**src/rtl/memristor_pkg.sv**
```systemverilog
// memristor_pkg: shared types for the memristor pulse sequencer.
// State encoding, drive-direction constants and the read-code type.
package memristor_pkg;

   typedef enum logic [2:0] {
      S_IDLE,
      S_PULSE,
      S_GAP,
      S_VRD_REQ,
      S_VRD_WAIT,
      S_DONE
   } mctl_state_t;

   localparam logic MDIR_INC = 1'b1;
   localparam logic MDIR_DEC = 1'b0;

   typedef logic [7:0] mcode_t;

   // Counter width able to hold the longest phase length.
   function automatic int tmr_width(int pw, int gw);
      int m;
      m = (pw > gw) ? pw : gw;
      return $clog2(m + 1);
   endfunction

endpackage

```
**src/rtl/memristor_pulse_timer.sv**
```systemverilog
// memristor_pulse_timer: loadable down-counter with terminal-count flag.
// Shared by the pulse-high and dead-time phases of the sequencer.
module memristor_pulse_timer #(
   parameter int W = 3
) (
   input  logic         clk,
   input  logic         rst,
   input  logic         load,
   input  logic [W-1:0] val,
   output logic         tc
);

   logic [W-1:0] cnt;

   always_ff @(posedge clk or posedge rst) begin
      if (rst) begin
         cnt <= '0;
      end else if (load) begin
         cnt <= val;
      end else if (cnt != '0) begin
         cnt <= cnt - W'(1);
      end
   end

   assign tc = (cnt == '0);

endmodule

```
**src/rtl/memristor_pulse_ctrl.sv**
```systemverilog
// memristor_pulse_ctrl: pulse-train sequencer for one memristor cell.
// Define MEMRISTOR_VERIFY_EN to build the read-verify trim loop.
module memristor_pulse_ctrl
   import memristor_pkg::*;
#(
   parameter int PULSE_W   = 4,
   parameter int GAP_W     = 2,
   parameter int CNT_W     = 8,
   parameter int MAX_RETRY = 3
) (
   input  logic             clk,
   input  logic             rst,
   input  logic             cmd_valid,
   output logic             cmd_ready,
   input  logic             cmd_dir,
   input  logic [CNT_W-1:0] cmd_count,
   input  logic [7:0]       cmd_target,
   input  logic             abort,
   output logic             r_inc,
   output logic             r_dec,
   output logic             busy,
   output logic             done,
   output logic             err,
   output logic [CNT_W-1:0] pulses_issued,
   output logic             rd_req,
   input  logic             rd_valid,
   input  logic [7:0]       rd_data
);

   localparam int TW = tmr_width(PULSE_W, GAP_W);

   mctl_state_t      state;
   logic             dir;
   logic [CNT_W-1:0] remain;
   logic             abort_pend;
   logic             tmr_load;
   logic [TW-1:0]    tmr_val;
   logic             tc;

`ifdef MEMRISTOR_VERIFY_EN
   localparam int RW = (MAX_RETRY < 1) ? 1 : $clog2(MAX_RETRY + 1);
   mcode_t        target;
   logic [RW-1:0] retry;
`else
   logic unused_ok;
   assign unused_ok = ^{rd_valid, rd_data, cmd_target, MAX_RETRY != 0};
   assign rd_req = 1'b0;
`endif

   memristor_pulse_timer #(
      .W (TW)
   ) u_timer (
      .clk  (clk),
      .rst  (rst),
      .load (tmr_load),
      .val  (tmr_val),
      .tc   (tc)
   );

   // Abort in PULSE loads one extra dead cycle so the drop cycle
   // is followed by a complete gap.
   always_comb begin
      tmr_load = 1'b1;
      tmr_val  = TW'(PULSE_W - 1);
      unique case (state)
         S_PULSE: begin
            tmr_load = tc | abort;
            tmr_val  = abort ? TW'(GAP_W) : TW'(GAP_W - 1);
         end
         S_GAP:   tmr_load = tc;
         default: ;
      endcase
   end

   always_ff @(posedge clk or posedge rst) begin
      if (rst) begin
         state         <= S_IDLE;
         dir           <= MDIR_DEC;
         remain        <= '0;
         abort_pend    <= 1'b0;
         pulses_issued <= '0;
         cmd_ready     <= 1'b1;
         busy          <= 1'b0;
         done          <= 1'b0;
         err           <= 1'b0;
         r_inc         <= 1'b0;
         r_dec         <= 1'b0;
`ifdef MEMRISTOR_VERIFY_EN
         rd_req        <= 1'b0;
         target        <= '0;
         retry         <= '0;
`endif
      end else begin
         done <= 1'b0;
         err  <= 1'b0;
`ifdef MEMRISTOR_VERIFY_EN
         rd_req <= 1'b0;
`endif
         unique case (state)
            S_IDLE: begin
               if (cmd_valid && cmd_ready) begin
                  dir           <= cmd_dir;
                  remain        <= cmd_count;
                  abort_pend    <= 1'b0;
                  pulses_issued <= '0;
                  cmd_ready     <= 1'b0;
                  busy          <= 1'b1;
`ifdef MEMRISTOR_VERIFY_EN
                  target        <= mcode_t'(cmd_target);
                  retry         <= '0;
`endif
                  if (cmd_count != '0) begin
                     state <= S_PULSE;
                     r_inc <= (cmd_dir == MDIR_INC);
                     r_dec <= (cmd_dir == MDIR_DEC);
                  end else begin
                     state <= S_DONE;
                     done  <= 1'b1;
                  end
               end
            end

            S_PULSE: begin
               if (tc) begin
                  remain <= remain - CNT_W'(1);
                  if (pulses_issued != '1) begin
                     pulses_issued <= pulses_issued + CNT_W'(1);
                  end
               end
               if (abort) begin
                  abort_pend <= 1'b1;
               end
               if (tc || abort) begin
                  state <= S_GAP;
                  r_inc <= 1'b0;
                  r_dec <= 1'b0;
               end
            end

            S_GAP: begin
               if (tc) begin
                  if (abort || abort_pend) begin
                     state <= S_DONE;
                     done  <= 1'b1;
                     err   <= 1'b1;
                  end else if (remain != '0) begin
                     state <= S_PULSE;
                     r_inc <= (dir == MDIR_INC);
                     r_dec <= (dir == MDIR_DEC);
                  end else begin
`ifdef MEMRISTOR_VERIFY_EN
                     state  <= S_VRD_REQ;
                     rd_req <= 1'b1;
`else
                     state <= S_DONE;
                     done  <= 1'b1;
`endif
                  end
               end else if (abort) begin
                  abort_pend <= 1'b1;
               end
            end

`ifdef MEMRISTOR_VERIFY_EN
            S_VRD_REQ: begin
               if (abort) begin
                  state <= S_DONE;
                  done  <= 1'b1;
                  err   <= 1'b1;
               end else begin
                  state <= S_VRD_WAIT;
               end
            end

            S_VRD_WAIT: begin
               if (abort) begin
                  state <= S_DONE;
                  done  <= 1'b1;
                  err   <= 1'b1;
               end else if (rd_valid) begin
                  if (mcode_t'(rd_data) == target) begin
                     state <= S_DONE;
                     done  <= 1'b1;
                  end else if (retry < RW'(MAX_RETRY)) begin
                     // Single corrective pulse toward the target code.
                     retry  <= retry + RW'(1);
                     remain <= CNT_W'(1);
                     state  <= S_PULSE;
                     if (mcode_t'(rd_data) < target) begin
                        dir   <= MDIR_INC;
                        r_inc <= 1'b1;
                        r_dec <= 1'b0;
                     end else begin
                        dir   <= MDIR_DEC;
                        r_inc <= 1'b0;
                        r_dec <= 1'b1;
                     end
                  end else begin
                     state <= S_DONE;
                     done  <= 1'b1;
                     err   <= 1'b1;
                  end
               end
            end
`endif

            S_DONE: begin
               state     <= S_IDLE;
               cmd_ready <= 1'b1;
               busy      <= 1'b0;
            end

            default: begin
               state     <= S_IDLE;
               cmd_ready <= 1'b1;
               busy      <= 1'b0;
               r_inc     <= 1'b0;
               r_dec     <= 1'b0;
            end
         endcase
      end
   end

endmodule

```
**config.mk**
```make
export PLATFORM = sky130hd
export DESIGN_NAME = memristor_pulse_ctrl
export DESIGN_NICKNAME = d
export VERILOG_FILES = /design/src/rtl/memristor_pkg.sv /design/src/rtl/memristor_pulse_timer.sv /design/src/rtl/memristor_pulse_ctrl.sv
export SDC_FILE = /design/constraint.sdc
export NUM_CORES = 1
export LEC_CHECK = 0
export ABC_AREA = 1
export CAP_MARGIN = 25
export CORE_AREA = 2 2 97 62
export DETAILED_ROUTE_END_ITERATION = 10
export DIE_AREA = 0 0 99 64
export GPL_TIMING_DRIVEN = 0
export SLEW_MARGIN = 20
export SYNTH_ARGS = -nofsm -noshare
export SYNTH_HDL_FRONTEND = slang
export SYNTH_SLANG_ARGS = --single-unit
```
**constraint.sdc**
```tcl
create_clock -name clk -period 1.4 [get_ports clk]
set_input_delay 0.21 -clock clk [delete_from_list [all_inputs] [get_ports clk]]
set_output_delay 0.21 -clock clk [all_outputs]
set_load 0.01 [all_outputs]
```
==> impl_summary.md, run 1 <==
Placed design
The placement-stage cell area is 2202 um^2. Routability-driven placement finished with a final weighted congestion of 0.8335. The sum of net half-perimeters after detailed placement is 3031 um. OpenSTA, run right after detailed placement, puts the worst setup slack at -233.7 ps.

The count of buffers inserted at the top-level ports is 26.

Setup path
STA classifies the critical path endpoint as a flop. The worst reg-to-reg setup slack is -30 ps. The startpoint class of the critical path is a flop. STA puts the critical path data arrival time at 1650 ps. The endpoint required time on the critical path is 1620 ps. The type of the worst setup path is reg -> reg.

Measured in cells, the most critical reg-to-reg path has a length of 9. The endpoint identified for the worst register-to-register timing path is pulses_issued[0]. The launch point of the worst reg-to-reg path is state[2]. Of all nets on the critical path, the largest fanout is 6.

STA
The final setup skew is 8.437 ps. The count of endpoints failing hold in the final timing report is 0. Across all setup checks in the final design, the least slack found is -33.80 ps. Setup repair after global routing could not meet its margin everywhere. Measured against its own limit, the worst slew margin works out to 0.5561. The final critical path time including I/O delays and setup is 1434 ps. Based on the critical path, the design can be clocked at up to 697.4 MHz. The tightest hold path in the finished design has a slack of 330.8 ps. The number of pins exceeding their max-slew limit in the final report is 0.

The final count of negative-setup-slack endpoints is 5. The period utilization is 1.024. The measured slew at the worst slew-check pin is 664.9 ps.

Synth
The total number of yosys warnings is 0. The area share of the largest cell type after synthesis is 0.3911. The cell type with the highest aggregate area in the netlist is sky130_fd_sc_hd__dfrtp_1. The synthesized design contains 30 register bits. The count of flip-flops with a built-in enable after synthesis is 0. For this run, the register share of the synthesized area comes to 0.4053. The number of nets in the synthesized netlist is 286. The mean instance size in the synthesized netlist is 7.363 um^2. After synthesis the cells add up to 1856 um^2. Yosys attributes the largest share of cell area to sky130_fd_sc_hd__dfrtp_1, sky130_fd_sc_hd__nand2_1, sky130_fd_sc_hd__inv_1. Yosys mapped the design onto 32 distinct sky130hd cell types.

Of all flip-flops after synthesis, the portion carrying an async set or reset was 1.000. The leading register cell type out of synthesis is sky130_fd_sc_hd__dfrtp_1. In the synthesized netlist, the number of instances is 252.

Drt
The number of DRC markers in iteration 0 is 94. Wires add up to 4860 um. The remaining antenna violation count after routing is 0. After detailed routing, the average wire length per cell comes to 12.79 um.

The via-per-instance ratio is 4.708. The number of vias after detailed routing is 1789. After detailed routing, the number of remaining DRC violations is 0. For this run, the detailed router's first-pass iteration total came to 4.

Clock network
The number of sinks handled by clock tree synthesis is 30. CTS placed an instance of sky130_fd_sc_hd__clkbuf_8 at the clock tree root. The post-cts hold buffer count is 0. For the worst-skew pair, the clock arrives at the later sink with an insertion delay of 290 ps. The CTS tree is yes.

The clock tree synthesis step divided the H-tree into 2 levels. The maximum count of clock buffers along a single path is 2. The clock transition at the register clock pins on the worst setup and hold paths after CTS is 60 ps. The number of buffers inserted during clock tree synthesis is 5.

Die
The floorplan has 21 rows. The effective utilization at floorplan is 0.3445. The core region is 5386 um^2.

The die is 64 um tall. The boundary pin count is 45. The floorplan step defined a die boundary enclosing 6336 um^2. Measured along the x axis, the die boundary spans 99 um.

Final layout
The layout net count is 344. The layout cell share with drive strength beyond 1 is 0.3151. Once layout is complete, the utilization of the core stands at 0.4955. The finished cells cover 2669 um^2. The number of antenna repair diodes is 0. The area growth from synthesis to layout is 43.83%.

Global routing
The aggregate global routing overflow is 0. Entering global routing, the biggest net connects 31 pins. The number of antenna violations at the first check in global routing is 0. The via count of the first global-routing pass is 1639.

Across every metal layer, demand over resource in global routing totals 0.1627. The first global-routing pass estimated 8024 um of wire.

Min path
In this run the worst hold path is classified as in -> async.

Pwr
Summed over all cells, the static leakage comes to 1.360 nW. The total power per unit cell area is 2029 nW/um^2. The largest voltage drop on the vdd net is 705.2 uV.

The overall power consumption is 5.415 mW.

Flow run
The max-capacitance violation count is 0.

Run status
The flow ran to the end, but the final reports show violations. The final reports fail on negative setup slack.
Yosys cell counts, types with 2 or more instances:
library cell	number
sky130_fd_sc_hd__nand2_1	68
sky130_fd_sc_hd__or2_2	3
sky130_fd_sc_hd__buf_6	2
sky130_fd_sc_hd__nor2_1	25
sky130_fd_sc_hd__a21oi_1	9
sky130_fd_sc_hd__nand4_1	2
sky130_fd_sc_hd__nand3_1	19
sky130_fd_sc_hd__nand2_4	2
sky130_fd_sc_hd__ha_1	4
sky130_fd_sc_hd__o22ai_1	2
sky130_fd_sc_hd__nor3_1	2
sky130_fd_sc_hd__inv_1	35
sky130_fd_sc_hd__buf_4	3
sky130_fd_sc_hd__dfrtp_1	29
sky130_fd_sc_hd__nand2_2	3
sky130_fd_sc_hd__nor2_4	3
sky130_fd_sc_hd__o21ai_2	7
sky130_fd_sc_hd__o21ai_0	20
per-layer routing:
metal | wire length (um) | GRT usage | vias up
li1 | - | - | 916
met1 | 2505 | 0.2509 | 819
met2 | 1981 | 0.2111 | 49
met3 | 322 | 0.04158 | 5
met4 | 51 | 0.06507 | 0
met5 | 0 | 0 | -
registers in the layout (all words and copies together) (netlist names):
| name | flops |
|---|---|
| busy | 1 |
| r_dec | 1 |
| abort_pend | 1 |
| err | 1 |
| pulses_issued | 8 |
| done | 1 |
| r_inc | 1 |
| remain | 8 |
| state | 3 |
| dir | 1 |
| u_timer.cnt | 3 |
| cmd_ready | 1 |
report_power, final:
part           switching (mW)  internal [mW]  leakage (nW)  total (mW)
logic                    1.83           1.45         0.939        3.29
clock network           0.335          0.396        0.0482       0.731
registers               0.229           1.17         0.373        1.40
total                    2.40           3.02          1.36        5.41
through the flow:
step / setup TNS (ps) / instances
floorplan: 0 / 252
global placement: -12210 / 347
detailed placement: -3343 / 347
CTS: -178.0 / 378
global route: -1059 / 380
finish: -87.45 / 380
placed cells by master, fill, tap and decap left out, types with 5 or more instances in the layout:
master                             n
sky130_fd_sc_hd__a21oi_1           9
sky130_fd_sc_hd__buf_4            22
sky130_fd_sc_hd__buf_6             6
sky130_fd_sc_hd__clkbuf_8          6
sky130_fd_sc_hd__clkdlybuf4s50_1  15
sky130_fd_sc_hd__dfrtp_1          22
sky130_fd_sc_hd__dfrtp_2           7
sky130_fd_sc_hd__dlygate4sd2_1     7
sky130_fd_sc_hd__inv_1            27
sky130_fd_sc_hd__inv_2             8
sky130_fd_sc_hd__nand2_1          61
sky130_fd_sc_hd__nand2_2           7
sky130_fd_sc_hd__nand2_4           5
sky130_fd_sc_hd__nand3_1          14
sky130_fd_sc_hd__nand3_2           5
sky130_fd_sc_hd__nor2_1           20
sky130_fd_sc_hd__nor2_4            5
sky130_fd_sc_hd__o21ai_0          16
sky130_fd_sc_hd__o21ai_2           8
layout make-up:
cell class / count / area [um^2]
Sequential cell: 30 / 760.7
Clock inverter: 1 / 5.005
Multi-Input combinational cell: 180 / 1059
Tap cell: 69 / 86.33
Buffer: 6 / 61.31
Inverter: 36 / 137.6
Clock buffer: 7 / 86.33
Timing Repair Buffer: 51 / 473.0
Fill cell: 521 / 2718
worst max-delay path by stage:
stage                       end  slack, ps              from  depth (start not counted)
6_report       pulses_issued[0]        -30          state[2]                          9
5_1_grt               remain[4]        -90    u_timer.cnt[0]                          8
4_1_cts        pulses_issued[0]        -40  pulses_issued[1]                         10
3_5_place_dp          remain[6]       -230         cmd_valid                          9
3_3_place_gp               done       -300               rst                          2
2_1_floorplan  pulses_issued[5]         20    u_timer.cnt[0]                         10
kinds of logic after synthesis:
logic type | share of synthesized area
AND/OR/NAND/NOR | 0.3243
buffers and inverters | 0.09979
AO/OA/AOI/OAI | 0.1322
XOR/XNOR | 0.009442
other | 0.002021
adder cells (fa/ha/maj) | 0.02697
flip-flops | 0.4053
critical path, cell delays in order, from the launching register on:
cell                      delay, ps
sky130_fd_sc_hd__dfrtp_2        430
sky130_fd_sc_hd__nor2_4         200
sky130_fd_sc_hd__nand2_4        110
sky130_fd_sc_hd__o21ai_2        150
sky130_fd_sc_hd__inv_2           60
sky130_fd_sc_hd__nand2_4         90
sky130_fd_sc_hd__buf_12         110
sky130_fd_sc_hd__buf_8          120
sky130_fd_sc_hd__nand2_2         50
sky130_fd_sc_hd__o21ai_2         50
repair_timing:
action | 4_1_cts | 5_1_grt
cloned | 2 | 0
resized for setup | 51 | 19
buffers inserted | 21 | 3
setup endpoints to repair | 27 | 26
pin swaps | 10 | 11
Power figures use the tool's default switching activity.
==> run 2: changes to the inputs <==
Settings changed: ABC_AREA 1 to not set, CELL_PAD_IN_SITES_DETAIL_PLACEMENT set to 0, CELL_PAD_IN_SITES_GLOBAL_PLACEMENT set to 1, CORE_AREA 2 2 97 62 to 2 2 100 63, DIE_AREA 0 0 99 64 to 0 0 102 65, PLACE_DENSITY_LB_ADDON set to 0.1.
==> impl_summary.md, run 2 <==
Run status
Status: complete, but fails checks (unchanged). Violated checks: negative setup slack (unchanged).

STA
The relative slew slack was 0.5307 (was 0.5561). The final setup skew is 2.329 ps (was 8.437 ps). Setup repair after global routing missed its margin: true (unchanged).

The measured slew at the worst slew-check pin was 702.9 ps (was 664.9 ps). The setup TNS after final layout came to -5710 ps (was -87.45 ps). The number of pins exceeding their max-slew limit in the final report is 0 (unchanged). The count of endpoints failing hold in the final timing report is 0 (unchanged).

The final critical path time including I/O delays and setup is 1927 ps (was 1434 ps). The period utilization was 1.377 (was 1.024). The worst hold margin came to 346.9 ps (was 330.8 ps). The maximum clock rate is 518.8 MHz (was 697.4 MHz). The final count of negative-setup-slack endpoints is 24 (was 5).

The minimum setup slack in the final design came to -527.5 ps (was -33.80 ps).

Setup path
The launch point of the worst reg-to-reg path was remain[0] (was state[2]). The type of the worst setup path was reg -> reg (unchanged). The critical register-to-register path endpoint is r_inc (was pulses_issued[0]). The maximum net fanout on the critical path is 4 (was 6). The endpoint required time on the critical path is 1550 ps (was 1620 ps). The startpoint class of the critical path is a flop (unchanged). The number of cells on the worst reg-to-reg path came to 6 (was 9). The worst reg-to-reg setup slack is -530 ps (was -30 ps). The nature of the critical path endpoint was a flop (unchanged). The arrival time of the worst setup path is 2080 ps (was 1650 ps).

Clock network
The number of buffers inserted during clock tree synthesis came to 5 (unchanged). The clock root buffer master is sky130_fd_sc_hd__clkbuf_8 (unchanged). The post-cts hold buffer count is 0 (unchanged).

The number of H-tree levels is 2 (unchanged). The CTS tree is yes (unchanged). The later-pin clock latency in the skew report is 290 ps (about the same). The clock transition at the register clock pins on the worst setup and hold paths after CTS came to 70 ps (was 60 ps). The number of sinks handled by clock tree synthesis is 30 (unchanged). The maximum count of clock buffers along a single path is 2 (unchanged).

Die
The number of placement rows is 22 (was 21). The die area is 6630 um^2 (was 6336 um^2). The boundary pin count is 45 (unchanged). The area of the core is 5836 um^2 (was 5386 um^2). The effective utilization at floorplan is 0.3165 (was 0.3445).

The horizontal die dimension is 102 um (was 99 um). The overall die height is 65 um (was 64 um).

Synth
The cell type with the highest aggregate area in the netlist was sky130_fd_sc_hd__dfrtp_1 (unchanged). The fraction of registers with async set/reset came to 1.000 (unchanged). Leading cell types by count after synthesis: sky130_fd_sc_hd__dfrtp_1, sky130_fd_sc_hd__o21ai_0, sky130_fd_sc_hd__a21oi_1 (was sky130_fd_sc_hd__nand2_1, sky130_fd_sc_hd__inv_1, sky130_fd_sc_hd__dfrtp_1).

The leading register cell type out of synthesis is sky130_fd_sc_hd__dfrtp_1 (unchanged). The count of cell types in the netlist is 58 (was 32). The post-synthesis register bit count was 30 (unchanged). The share of synthesized area occupied by flip-flops and latches came to 0.4072 (was 0.4053). The mapped cell area is 1847 um^2 (was 1856 um^2).

Synth top area cells: sky130_fd_sc_hd__dfrtp_1, sky130_fd_sc_hd__o21ai_0, sky130_fd_sc_hd__a21oi_1 (was sky130_fd_sc_hd__dfrtp_1, sky130_fd_sc_hd__nand2_1, sky130_fd_sc_hd__inv_1). The number of nets in the synthesized netlist came to 237 (was 286). The total number of yosys warnings is 0 (unchanged).

The most repeated cell in the gate-level netlist after synthesis is sky130_fd_sc_hd__dfrtp_1 (was sky130_fd_sc_hd__nand2_1). The area share of the largest cell type after synthesis is 0.3930 (was 0.3911). The synthesized netlist cell count is 203 (was 252). The mean instance size in the synthesized netlist came to 9.097 um^2 (was 7.363 um^2).

The count of flip-flops with a built-in enable after synthesis is 0 (unchanged).

Pwr
The leakage power is 1.272 nW (was 1.360 nW). The largest voltage drop on the vdd net is 647.8 uV (was 705.2 uV). The total power per unit cell area is 1796 nW/um^2 (was 2029 nW/um^2). The overall power consumption came to 5.341 mW (was 5.415 mW).

Global routing
The aggregate global routing overflow is 0 (unchanged). The via count of the first global-routing pass is 1769 (was 1639). The number of antenna violations at the first check in global routing is 0 (unchanged). The wire length of the first global-routing pass is 9390 um (was 8024 um). The largest net degree at the start of global routing is 31 (unchanged). The global-route usage over all layers is 0.1890 (was 0.1627).

Drt
The number of vias after detailed routing is 1862 (was 1789). The final routed wire length divided by cell count is 16.70 um (was 12.79 um). The remaining design rule violation count is 0 (unchanged). The first-pass iteration count of the detailed router is 4 (unchanged). The post-detailed-routing wire length is 5962 um (was 4860 um). The via-per-instance ratio is 5.216 (was 4.708). The remaining antenna violation count after routing was 0 (unchanged). The number of DRC markers in iteration 0 is 89 (was 94).

Final layout
The layout cell share with drive strength beyond 1 came to 0.4139 (was 0.3151). Most used cells in the layout excluding fill and tap cells: sky130_fd_sc_hd__buf_4, sky130_fd_sc_hd__dfrtp_1, sky130_fd_sc_hd__clkdlybuf4s50_1 (was sky130_fd_sc_hd__nand2_1, sky130_fd_sc_hd__inv_1, sky130_fd_sc_hd__buf_4, sky130_fd_sc_hd__dfrtp_1, sky130_fd_sc_hd__nor2_1). The growth of design area from synthesis to finish is 61.04% (was 43.83%). The multi-input combinational cell area is 1240 um^2 (was 1059 um^2).

The number of antenna repair diodes came to 0 (unchanged). The layout net count was 307 (was 344). The final standard cell area without fillers is 2974 um^2 (was 2669 um^2). The sequential cell area is 760.7 um^2 (unchanged). The fill cell instance count of the final layout is 556 (was 521).

The most common cell after layout, fill and taps aside is sky130_fd_sc_hd__buf_4 (was sky130_fd_sc_hd__nand2_1). Biggest registers after layout: pulses_issued: 8 flops, remain: 8 flops (unchanged). The core utilization of the finished layout is 0.5096 (was 0.4955). The post-layout instance count excluding filler cells is 357 (was 380).

Placed design
The placer's final routability congestion estimate is 0.7753 (was 0.8335). The worst setup slack before clock tree synthesis came to -659.3 ps (was -233.7 ps). The placement-stage cell area is 2327 um^2 (was 2202 um^2).

The count of placed standard cells including taps is 313 (was 347). The count of buffers inserted at the top-level ports is 26 (unchanged). The sum of net half-perimeters after detailed placement is 3641 um (was 3031 um).

Min path
The worst hold path class is in -> async (unchanged).

Flow run
The max-capacitance violation count is 0 (unchanged).
[run 2: cell count changes after synthesis, moves of 4 or more]
| cell | previous run | this run |
|---|---|---|
| sky130_fd_sc_hd__o21ai_2 | 7 | 1 |
| sky130_fd_sc_hd__nor3_1 | 2 | 6 |
| sky130_fd_sc_hd__nor2_1 | 25 | 13 |
| sky130_fd_sc_hd__clkbuf_1 | 0 | 4 |
| sky130_fd_sc_hd__nand2b_1 | 0 | 7 |
| sky130_fd_sc_hd__a21oi_1 | 9 | 16 |
| sky130_fd_sc_hd__inv_1 | 35 | 11 |
| sky130_fd_sc_hd__nand2_1 | 68 | 15 |
| sky130_fd_sc_hd__nand3_1 | 19 | 4 |
[run 2: logic make-up (layout without fill, tap and decap cells)]
kind of cell	count (synthesis)	after routing	share of synthesized area
simple gates	71	71	0.2195
mux	3	3	0.01694
fa+ha+maj	4	4	0.02710
buf+inv	21	90	0.06098
other cells	1	1	0.002031
flops	30	30	0.4072
compound gates	73	74	0.2663
[run 2: per-layer routing]
metal	track usage	share of wire
met1	0.2910	0.53
met2	0.2632	0.42
met3	0.05286	0.045
met4	0.03000	0.0059
met5	0	0
[run 2: worst max-delay path by stage]
| stage | slack (ps) | startpoint | to | depth (start not counted) |
|---|---|---|---|---|
| after global routing | -610 | remain[1] | r_inc | 6 |
| after global placement | -660 | remain[0] | r_inc | 6 |
| after CTS | -520 | remain[0] | r_inc | 6 |
| after floorplan | -480 | remain[0] | r_inc | 6 |
| final | -530 | remain[0] | r_inc | 6 |
| after detailed placement | -660 | remain[0] | r_inc | 6 |
[run 2: repair_timing]
action                                  in CTS  in global routing
resized for setup                           62                 18
endpoints found under the setup margin      38                 27
pin swaps                                   11                 12
buffers inserted                            21                 16
gates cloned                                 4                  0
[run 2: worst max-delay path: stages, from the launching register on]
cell and delay (ps):
sky130_fd_sc_hd__dfrtp_1 400, sky130_fd_sc_hd__inv_2 80, sky130_fd_sc_hd__ha_4 120, sky130_fd_sc_hd__or4b_4 470
sky130_fd_sc_hd__o41a_4 400, sky130_fd_sc_hd__o211ai_1 190, sky130_fd_sc_hd__o221ai_1 130
[run 2: power breakdown]
| part | switching, mW | total, mW | leakage [nW] | internal (mW) |
|---|---|---|---|---|
| clock network | 0.370 | 0.940 | 0.0573 | 0.570 |
| logic | 1.44 | 3.02 | 0.846 | 1.57 |
| registers | 0.264 | 1.39 | 0.368 | 1.12 |
| total | 2.08 | 5.34 | 1.27 | 3.26 |
[run 2: final cells by class]
class | count | share of cell area
plain buffers | 8 | 0.03870
inverters | 11 | 0.01388
flip-flops and latches | 30 | 0.2558
repair buffers | 64 | 0.2015
multi-input cells | 153 | 0.4169
clock buffers | 6 | 0.02777
well taps | 84 | 0.03534
clock inverters | 1 | 0.01010
==> run 3: changes to the inputs <==
Settings changed: CORE_AREA 2 2 100 63 to 2 2 99 63, CTS_BUF_LIST set to sky130_fd_sc_hd__clkbuf_2 sky130_fd_sc_hd__clkbuf_4 sky130_fd_sc_hd__clkbuf_8, DIE_AREA 0 0 102 65 to 0 0 101 65.
==> impl_summary.md, run 3 (synthesized netlist as in run 2, its figures left out) <==
Run status
Status: complete, but fails checks (unchanged). Violated checks: negative setup slack (unchanged).

STA
The maximum clock rate was 515.7 MHz (was 518.8 MHz). The final critical path time including I/O delays and setup is 1939 ps (was 1927 ps). The number of pins exceeding their max-slew limit in the final report is 0 (unchanged). The period utilization is 1.385 (was 1.377). The final setup skew is 6.501 ps (was 2.329 ps). The relative slew slack was 0.5357 (was 0.5307).

The count of endpoints failing hold in the final timing report is 0 (unchanged). The final count of negative-setup-slack endpoints was 23 (was 24). Setup repair after global routing missed its margin: true (unchanged). The minimum setup slack in the final design is -539.1 ps (was -527.5 ps). The measured slew at the worst slew-check pin is 695.4 ps (was 702.9 ps).

Drt
The first-pass iteration count of the detailed router is 4 (unchanged). The remaining antenna violation count after routing is 0 (unchanged). The remaining design rule violation count was 0 (unchanged). The final routed wire length divided by cell count is 17.14 um (was 16.70 um).

The number of DRC markers in iteration 0 came to 57 (was 89). The number of vias after detailed routing is 1827 (was 1862). The post-detailed-routing wire length is 5846 um (was 5962 um). The via-per-instance ratio came to 5.358 (was 5.216).

Clock network
The post-cts hold buffer count is 0 (unchanged). The number of H-tree levels is 2 (unchanged). The later-pin clock latency in the skew report is 280 ps (was 290 ps). The number of buffers inserted during clock tree synthesis came to 5 (unchanged). The clock root buffer master is sky130_fd_sc_hd__clkbuf_8 (unchanged). The number of sinks handled by clock tree synthesis came to 30 (unchanged). The CTS tree is yes (unchanged). The maximum count of clock buffers along a single path is 2 (unchanged). The clock transition at the register clock pins on the worst setup and hold paths after CTS came to 70 ps (about the same).

Placed design
The worst setup slack before clock tree synthesis was -663.4 ps (was -659.3 ps). The placer's final routability congestion estimate is 0.7751 (was 0.7753). The sum of net half-perimeters after detailed placement was 3592 um (was 3641 um). The count of buffers inserted at the top-level ports was 26 (unchanged).

Pwr
The switching power total came to 2.086 mW (was 2.078 mW). The internal portion of total power came to 3.133 mW (was 3.263 mW). The switching share of power was 0.3997 (was 0.3891).

The total power per unit cell area is 1762 nW/um^2 (was 1796 nW/um^2). The largest voltage drop on the vdd net was 580.8 uV (was 647.8 uV). The combinational power share is 0.594 (was 0.565).

The leakage power was 1.251 nW (was 1.272 nW). The fraction of power consumed by the clock network was 0.138 (was 0.176). The proportion of power drawn by flip-flops and latches is 0.268 (was 0.259).

Die
The die area is 6565 um^2 (was 6630 um^2). The number of placement rows is 22 (unchanged). The effective utilization at floorplan is 0.3195 (was 0.3165). The area of the core is 5781 um^2 (was 5836 um^2). The boundary pin count is 45 (unchanged). The overall die height is 65 um (unchanged). The horizontal die dimension is 101 um (was 102 um).

Min path
The worst hold path class is in -> async (unchanged).

Setup path
The highest cell delay on the worst timing path came to 460 ps (was 470 ps). The endpoint required time on the critical path is 1530 ps (was 1550 ps). The nature of the critical path endpoint is a flop (unchanged). The maximum net fanout on the critical path is 5 (was 4). The number of cells on the worst reg-to-reg path was 6 (unchanged). The startpoint class of the critical path is a flop (unchanged). The type of the worst setup path is reg -> reg (unchanged).

The highest-delay cell along the critical path is sky130_fd_sc_hd__or4b_4 (unchanged). The arrival time of the worst setup path is 2070 ps (was 2080 ps). Cells along the critical path: inv_2 > ha_4 > or4b_4 > o41a_4 > o211ai_1 > o221ai_1 (unchanged).

Final layout
The growth of design area from synthesis to finish came to 60.37% (was 61.04%). The layout net count is 303 (was 307). Most used cells in the layout excluding fill and tap cells: sky130_fd_sc_hd__dfrtp_1, sky130_fd_sc_hd__buf_4, sky130_fd_sc_hd__clkdlybuf4s50_1 (was sky130_fd_sc_hd__buf_4, sky130_fd_sc_hd__dfrtp_1, sky130_fd_sc_hd__clkdlybuf4s50_1). The most common cell after layout, fill and taps aside is sky130_fd_sc_hd__dfrtp_1 (was sky130_fd_sc_hd__buf_4).

Biggest registers after layout: pulses_issued: 8 flops, remain: 8 flops (unchanged). The core utilization of the finished layout came to 0.5123 (was 0.5096). The fill cell instance count of the final layout is 533 (was 556).

The layout cell share with drive strength beyond 1 is 0.4275 (was 0.4139). The number of antenna repair diodes is 0 (unchanged).

Global routing
The number of antenna violations at the first check in global routing is 0 (unchanged). The largest net degree at the start of global routing was 31 (unchanged). The aggregate global routing overflow is 0 (unchanged). The via count of the first global-routing pass came to 1645 (was 1769).

The global-route usage over all layers was 0.1758 (was 0.1890). The wire length of the first global-routing pass was 8721 um (was 9390 um).

Flow run
The max-capacitance violation count is 0 (unchanged).
[run 3: what timing repair did]
item	4_1_cts	5_1_grt
setup buffers	14	17
gates resized for setup	51	31
cloned	1	2
setup endpoints to repair	38	27
pin swaps	7	10
[run 3: final timing paths]
kind / to / slack [ps] / start
max: r_inc / -540 / remain[0]
min: remain[6] / 360 / rst
max reg2reg: r_inc / -540 / remain[0]
min reg2reg: dir / 510 / dir
max in group asynchronous: state[0] / 550 / rst
min in group clk: dir / 510 / dir
[run 3: cell type report]
cell class	count	area (um^2)	area share
inverter	11	41.29	0.01394
buffer	10	141.4	0.04774
multi-input combinational	152	1256	0.4242
sequential	30	758.2	0.2560
clock buffer	7	83.83	0.02831
tap	72	90.09	0.03042
timing repair buffer	59	590.6	0.1994
[run 3: metal layers]
metal,GRT usage,wire [um],vias to the layer above
met1,0.2793,3096,894
met5,0,0,-
met2,0.2375,2519,30
met4,0.03547,21,0
met3,0.03991,208,2
li1,-,-,901
[run 3: metrics by stage]
| stage | hold slack [ps] | cell area, um^2 | power (mW) | setup TNS, ps | std cells |
|---|---|---|---|---|---|
| after floorplan | 300.1 | 1962 | 2.758 | -3427 | 203 |
| after global placement | 489.4 | 2312 | 3.325 | -21550 | 301 |
| after detailed placement | 498.3 | 2312 | 3.323 | -10720 | 301 |
| after CTS | 388.2 | 2684 | 4.680 | -5719 | 323 |
| after global routing | 440.3 | 2962 | 5.544 | -7039 | 341 |
| final | 359.0 | 2962 | 5.219 | -5699 | 341 |
[run 3: power groups by stage]
stage / clock [mW] / sequential [mW] / combinational [mW]
after floorplan: 0 / 1.34 / 1.42
after global placement: 0 / 1.37 / 1.95
after detailed placement: 0 / 1.37 / 1.95
after CTS: 0.741 / 1.38 / 2.56
after global routing: 0.788 / 1.43 / 3.33
final: 0.723 / 1.40 / 3.10
[run 3: critical path, delay by kind of cell, from the launching register on]
kind,cells,cell delay [ps]
AO/OA/AOI/OAI,3,720
adder cells (fa/ha/maj),1,130
buffers and inverters,1,80
flip-flops,1,400
AND/OR/NAND/NOR,1,460
